**src/rtl/proc_pkg.sv**
```systemverilog
// Shared types and constants for the single-step processor control path:
// opcodes, FSM state codes, ALU selects and instruction field positions.
package proc_pkg;

  typedef enum logic [3:0] {
    OP_NOOP  = 4'h0,
    OP_STORE = 4'h1,
    OP_LOAD  = 4'h2,
    OP_ADD   = 4'h3,
    OP_SUB   = 4'h4,
    OP_HALT  = 4'h5
  } opcode_e;

  // Codes are exported on the debug display, so they are pinned explicitly.
  typedef enum logic [3:0] {
    ST_INIT   = 4'h0,
    ST_FETCH  = 4'h1,
    ST_DECODE = 4'h2,
    ST_NOOP   = 4'h3,
    ST_LOADA  = 4'h4,
    ST_LOADB  = 4'h5,
    ST_STORE  = 4'h6,
    ST_ADD    = 4'h7,
    ST_SUB    = 4'h8,
    ST_HALT   = 4'h9,
    ST_TRAP   = 4'hA
  } state_e;

  localparam int ALU_PASS = 0;
  localparam int ALU_ADD  = 1;
  localparam int ALU_SUB  = 2;

  localparam int OPC_LSB   = 12;
  localparam int DADDR_LSB = 4;
  localparam int RA_LSB    = 8;
  localparam int RB_LSB    = 4;
  localparam int RD_LSB    = 0;

endpackage

```
**src/rtl/proc_controller.sv**
```systemverilog
// Multi-cycle Fetch/Decode/Execute control FSM with Moore outputs decoded
// from State and IR. Define CTRL_TRAP_EN to trap on illegal opcodes.
module proc_controller
  import proc_pkg::*;
#(
  parameter int DADDR_W   = 8,
  parameter int RF_AW     = 4,
  parameter int ALU_SEL_W = 3
) (
  input  logic                 Clk,
  input  logic                 Reset,
  input  logic [15:0]          IR,
  output logic                 PC_clr,
  output logic                 PC_up,
  output logic                 IR_ld,
  output logic [DADDR_W-1:0]   D_addr,
  output logic                 D_wr,
  output logic                 RF_s,
  output logic [RF_AW-1:0]     RF_W_addr,
  output logic                 RF_W_en,
  output logic [RF_AW-1:0]     RF_Ra_addr,
  output logic [RF_AW-1:0]     RF_Rb_addr,
  output logic [ALU_SEL_W-1:0] ALU_s0,
  output logic [3:0]           State,
  output logic [3:0]           NextState,
  output logic                 Trap
);

  state_e  state_q, state_d;
  opcode_e opcode;
  logic    trap;

  assign opcode    = opcode_e'(IR[OPC_LSB +: 4]);
  assign State     = state_q;
  assign NextState = state_d;
  assign Trap      = trap;

  always_ff @(posedge Clk or negedge Reset) begin
    if (!Reset) state_q <= ST_INIT;
    else        state_q <= state_d;
  end

  always_comb begin
    state_d = ST_INIT;
    case (state_q)
      ST_INIT:   state_d = ST_FETCH;
      ST_FETCH:  state_d = ST_DECODE;
      ST_DECODE: begin
        case (opcode)
          OP_NOOP:  state_d = ST_NOOP;
          OP_STORE: state_d = ST_STORE;
          OP_LOAD:  state_d = ST_LOADA;
          OP_ADD:   state_d = ST_ADD;
          OP_SUB:   state_d = ST_SUB;
          OP_HALT:  state_d = ST_HALT;
`ifdef CTRL_TRAP_EN
          default:  state_d = ST_TRAP;
`else
          default:  state_d = ST_NOOP;
`endif
        endcase
      end
      ST_LOADA:  state_d = ST_LOADB;
      ST_NOOP, ST_LOADB, ST_STORE, ST_ADD, ST_SUB:
                 state_d = ST_FETCH;
      ST_HALT:   state_d = ST_HALT;
`ifdef CTRL_TRAP_EN
      ST_TRAP:   state_d = ST_TRAP;
`endif
      // Unused codes (and Trap when disabled) recover through Init.
      default:   state_d = ST_INIT;
    endcase
  end

  always_comb begin
    PC_clr     = 1'b0;
    PC_up      = 1'b0;
    IR_ld      = 1'b0;
    D_addr     = '0;
    D_wr       = 1'b0;
    RF_s       = 1'b0;
    RF_W_addr  = '0;
    RF_W_en    = 1'b0;
    RF_Ra_addr = '0;
    RF_Rb_addr = '0;
    ALU_s0     = '0;
    trap       = 1'b0;
    case (state_q)
      ST_INIT:  PC_clr = 1'b1;
      ST_FETCH: begin
        IR_ld = 1'b1;
        PC_up = 1'b1;
      end
      ST_LOADA: D_addr = IR[DADDR_LSB +: DADDR_W];
      // Address stays up a second cycle for the synchronous RAM read.
      ST_LOADB: begin
        D_addr    = IR[DADDR_LSB +: DADDR_W];
        RF_s      = 1'b1;
        RF_W_addr = IR[RD_LSB +: RF_AW];
        RF_W_en   = 1'b1;
      end
      ST_STORE: begin
        D_addr     = IR[DADDR_LSB +: DADDR_W];
        RF_Ra_addr = IR[RD_LSB +: RF_AW];
        D_wr       = 1'b1;
      end
      ST_ADD, ST_SUB: begin
        RF_Ra_addr = IR[RA_LSB +: RF_AW];
        RF_Rb_addr = IR[RB_LSB +: RF_AW];
        ALU_s0     = (state_q == ST_ADD) ? ALU_SEL_W'(ALU_ADD) : ALU_SEL_W'(ALU_SUB);
        RF_W_addr  = IR[RD_LSB +: RF_AW];
        RF_W_en    = 1'b1;
      end
`ifdef CTRL_TRAP_EN
      ST_TRAP:  trap = 1'b1;
`endif
      default: ;
    endcase
  end

endmodule

```
**config.mk**
```make
export PLATFORM = sky130hd
export DESIGN_NAME = proc_controller
export DESIGN_NICKNAME = d
export VERILOG_FILES = /design/src/rtl/proc_pkg.sv /design/src/rtl/proc_controller.sv
export SDC_FILE = /design/constraint.sdc
export NUM_CORES = 1
export LEC_CHECK = 0
export CAP_MARGIN = 10
export CORE_MARGIN = 2
export CORE_UTILIZATION = 30
export DETAILED_ROUTE_END_ITERATION = 8
export GPL_TIMING_DRIVEN = 0
export PLACE_DENSITY = 0.85
export SLEW_MARGIN = 15
export SYNTH_ARGS = -nofsm -noshare
export SYNTH_HDL_FRONTEND = slang
export SYNTH_SLANG_ARGS = --single-unit
```
**constraint.sdc**
```tcl
create_clock -name Clk -period 3.5 [get_ports Clk]
set_clock_uncertainty 0.1 [all_clocks]
set_input_delay 0.35 -clock Clk [delete_from_list [all_inputs] [get_ports Clk]]
set_output_delay 0.35 -clock Clk [all_outputs]
set_load 0.05 [all_outputs]
```
### After elaboration in Yosys (flattened, before gate mapping)

Cells that the tools add are included.

* register bits after elaboration: 4
* bits of input ports: 18
* output and inout bits: 38
* word-level logic and storage cells: 33

* equal/unequal tests: 14
* mux-type cells: 13
* reduce and logical (&&, ||, !) cells: 5

Operators by type and width (number)
* case mux 4 bit (5 select lines): 2
* equality test 4 x 3 -> 1 bit (second input constant): 6
* equality test 4 x 2 -> 1 bit (second input constant): 4
* equality test 4 x 1 -> 1 bit (second input constant): 2
* equality test 4 bit (second input constant): 2
* 2-to-1 mux 4 bit: 2
* 2-to-1 mux 8 bit: 1
* case mux 4 bit (2 select lines): 1
* OR reduction 3 bit: 2
* OR reduction 6 bit: 1
* 2-to-1 mux 1 bit: 5
* logical NOT 4 bit: 1
* 2-to-1 mux 2 bit: 2
* OR reduction 2 bit: 1

### Depth between registers and ports, before layout

* depth in word-level cells: 3
* gate-level depth with buffers: 4
* depth with buffers taken out: 3

### Worst setup path after synthesis

OpenSTA, ideal clock, no wires.

* path kind: reg2out
* start point: register state_q[2], in the netlist State[2]
* end point: output RF_Ra_addr[0]
* arrival time: 2.879 ns
* data required time: 3.050 ns
* setup slack: 0.171 ns
* stages on the path, launching flop included: 5
* buffers on the path: 1
* cell sequence: dfrtp_1 buf_2 nand2b_4 nor3_1 a22o_1

* longest elaborated chain between the ends: 3
* elaborated cells on any way between the ends: 5
* those cells by class: 3 x eq/ne; 1 x mux; 1 x reduce/logical

Ends and longest elaborated chain
* start, declared: RTL line proc_controller.sv:29 `state_e state_q, state_d;`
* start signal, assigned: RTL line proc_controller.sv:40 `else state_q <= state_d;`
* equality test 4 x 3 -> 1 bit or equality test 4 bit (tied branches): RTL line proc_controller.sv:88 `case (state_q)`
* OR reduction 2 bit: RTL line proc_controller.sv:88
* case mux 4 bit (2 select lines) *: RTL line proc_controller.sv:88
* end, declared: RTL line proc_controller.sv:21 `output logic [RF_AW-1:0] RF_Ra_addr,`

Every way passes the cells marked *; elsewhere a longest branch is shown, timed or not.

### Worst setup path after layout

* start point: register state_q[3], in the netlist State[3]
* end point: output RF_Ra_addr[2]

The elaborated chain is that of the path after synthesis.

==> run_results.csv <==
group,metric,value,unit
floorplan,coreArea,1670,um2
cts,cts_root_buffer,"clkbuf_4",
cts,cts_hold_buf,0,
routing,dr.pass1.iters,6,
timing,rsz0062_at_grt,"no",
timing,setup_tns,0,ns
synthesis,ys_seq_area_share,19.2,%
critical_path,crit_path_start_kind,"register",
synthesis,synth_warnings,0,
routing,drcViolationCount,0,
cts,postCtsSetupBuffers,0,
floorplan,die_h,45.7,um
routing,via_per_inst,4.91,
cts,cts_sinks,4,
floorplan,dieArea,2080,um2
synthesis,synth_cell_types,27,
run,maxCapViolations,0,
timing,fmax,0.340,GHz
synthesis,synth_edf_count,0,
cells_and_area,largest_reg_flops,4,
power_and_ir_drop,p_per_area,663,nW/um2
timing,worst_pin_slew,0.560,ns
global_route,grt_max_degree,11,
floorplan,rows,15,
synthesis,synth_cells,66,
placed_design,dp.cells,137,
cts,cts_htree_levels,1,
critical_path,cp.required,3.05,ns
power_and_ir_drop,comb_power_share,82.1,%
routing,wire_per_inst,13.9,um
cells_and_area,nFillCells,160,
timing,finalSetupViolCount,0,
cts,cts_resized,0,
critical_path,arrival,2.49,ns
placed_design,dp.final_hpwl,1640,um
global_route,antenna_found_initial,0,
cells_and_area,final_cell_mix,"clkdlybuf4s50_1 (53), and2_1 (16)",
cts,numCtsBuffers,3,
power_and_ir_drop,p_int,0.304,mW
global_route,grt_pass1_wl,2830,um
power_and_ir_drop,pwr-share-seq,9.7,%
cts,clockBufferDepth,2,
cells_and_area,insertedDiodeCount,0,
timing,fin_crit_sh,83.9,%
placed_design,place_congestion,0.772,
hold_path,hold_class,"input port to asynchronous set/reset pin",
synthesis,synth.top_cell.area_share,19.2,%
power_and_ir_drop,ir_drop,0.000428,V
power_and_ir_drop,p_clk_share,8.2,%
cts,cts_tree,"yes",
critical_path,worstSetupPathType,"register to primary output",
power_and_ir_drop,p_total,0.729,mW
power_and_ir_drop,p_sw,0.425,mW
cts,clk_latency,0.24,ns
global_route,grt-ovfl-total,0,
synthesis,synth_ff_type,"dfrtp_1",
synthesis,synth_area_per_cell,7.89,um2
timing,maxSlewViolCount,0,
synthesis,async_flop_share,100,%
timing,slew_headroom,62.4,%
routing,route.vias.total,687,
power_and_ir_drop,power_leakage,0.441,nW
cells_and_area,drive_gt1_share,11.4,%
power_and_ir_drop,p_sw_share,58.3,%
routing,drt-total-wl,1950,um
global_route,grt_use_total,18.5,%
cells_and_area,final_common_cell,"clkdlybuf4s50_1",
floorplan,die_w,45.7,um
synthesis,synth_seq_cells,4,
routing,final_antenna_net_count,0,
critical_path,end_kind,"primary output",
global_route,grt_pass1_vias,619,
floorplan,start_util,31.2,%
timing,hold-worst-slack,0.207,ns
run_status,status,"complete, no violations",
placed_design,port_buffers,53,
synthesis,netlist_area,520,um2
critical_path,worst-path-max-fanout,9,
cells_and_area,area_growth,111,%
cells_and_area,fin_util,65.8,%
floorplan,io_pins,56,
cts,clk_pin_slew,0.04,ns
routing,drt_iter0_markers,11,
synthesis,yosys.area.top_type,"and2_1",
timing,hold_viol_final,0,
timing,finalCriticalPeriod,2.94,ns
cells_and_area,fin_cells,140,
cells_and_area,final_nets,143,
synthesis,synth_area_leaders,"and2_1 (19%), dfrtp_1 (19%), a22o_1 (6.7%), o21ai_4 (6.3%), buf_4 (4.3%)",
[cells in the mapped netlist (all sizes together), types with 2 or more instances]
library cell and n:
nand2 2, a21oi 3, nand3 2, a211oi 2
nor2 2, dfrtp 4, nor3 4, and2 16
o21ai 4, a22o 4, nand2b 2, buf 7
inv 4
[metal layers]
layer	track usage [%]	share of wire [%]	vias to the layer above	wire length [um]
li1	-	-	341	-
met1	21.3	38	314	737
met2	33.5	58	28	1130
met3	1.98	3.6	4	71
met4	8.82	0.56	0	11
met5	0	0	-	0
[worst paths after layout]
check	from	endpoint	slack, ns	depth (start not counted)
hold reg to reg	State[3]	State[2]	0.57	2
min in group Clk	State[3]	State[2]	0.57	2
hold / removal	Reset	State[2]	0.21	1
max in group asynchronous	Reset	State[3]	2.93	1
setup reg to reg	State[0]	State[0]	2.07	4
setup / recovery	State[3]	RF_Ra_addr[2]	0.56	5
[metrics by stage]
stage                     setup WS (ns)  cell area, um2
after CTS                         0.543            1100
after global placement            0.721            1080
after global routing              0.423            1100
final                             0.563            1100
after floorplan                   0.171             524
after detailed placement          0.677            1080
[cells by family (layout without fill, tap and decap cells)]
| group | Yosys count | count (layout) | synth area share (%) |
|---|---|---|---|
| other | 1 | 2 | 0.720 |
| DFF | 4 | 4 | 19.2 |
| AOI/OAI and AO/OA | 16 | 16 | 25.7 |
| xor gates and xnor gates | 1 | 1 | 1.68 |
| buffers and inverters | 11 | 67 | 12.3 |
| and+or+nand+nor | 33 | 33 | 40.4 |
[area by class of cell]
| class | instances | area (um2) | share of cell area [%] |
|---|---|---|---|
| plain buffers | 7 | 48.8 | 4.44 |
| inverters | 4 | 15.0 | 1.37 |
| flip-flops and latches | 4 | 100 | 9.11 |
| multi-input cells | 52 | 360 | 32.8 |
| repair buffers | 53 | 531 | 48.3 |
| clock buffers | 3 | 22.5 | 2.05 |
| well taps | 17 | 21.3 | 1.94 |
[critical path, cell delays in order, from the launching register on]
cell and delay (ns):
dfrtp_1 0.36, buf_2 0.17, nand2b_4 0.20, nor3_1 0.46, a22o_1 0.24, clkdlybuf4s50_1 0.82
[power by group through the flow]
stage / Clock, mW / Sequential (mW) / Combinational, mW
after floorplan: 0 / 0.120 / 0.362
after global placement: 0 / 0.0712 / 0.591
after detailed placement: 0 / 0.0716 / 0.597
after CTS: 0.0612 / 0.0710 / 0.599
after global routing: 0.0632 / 0.0723 / 0.624
final: 0.0600 / 0.0704 / 0.598
(Power assumes the default switching activity.)
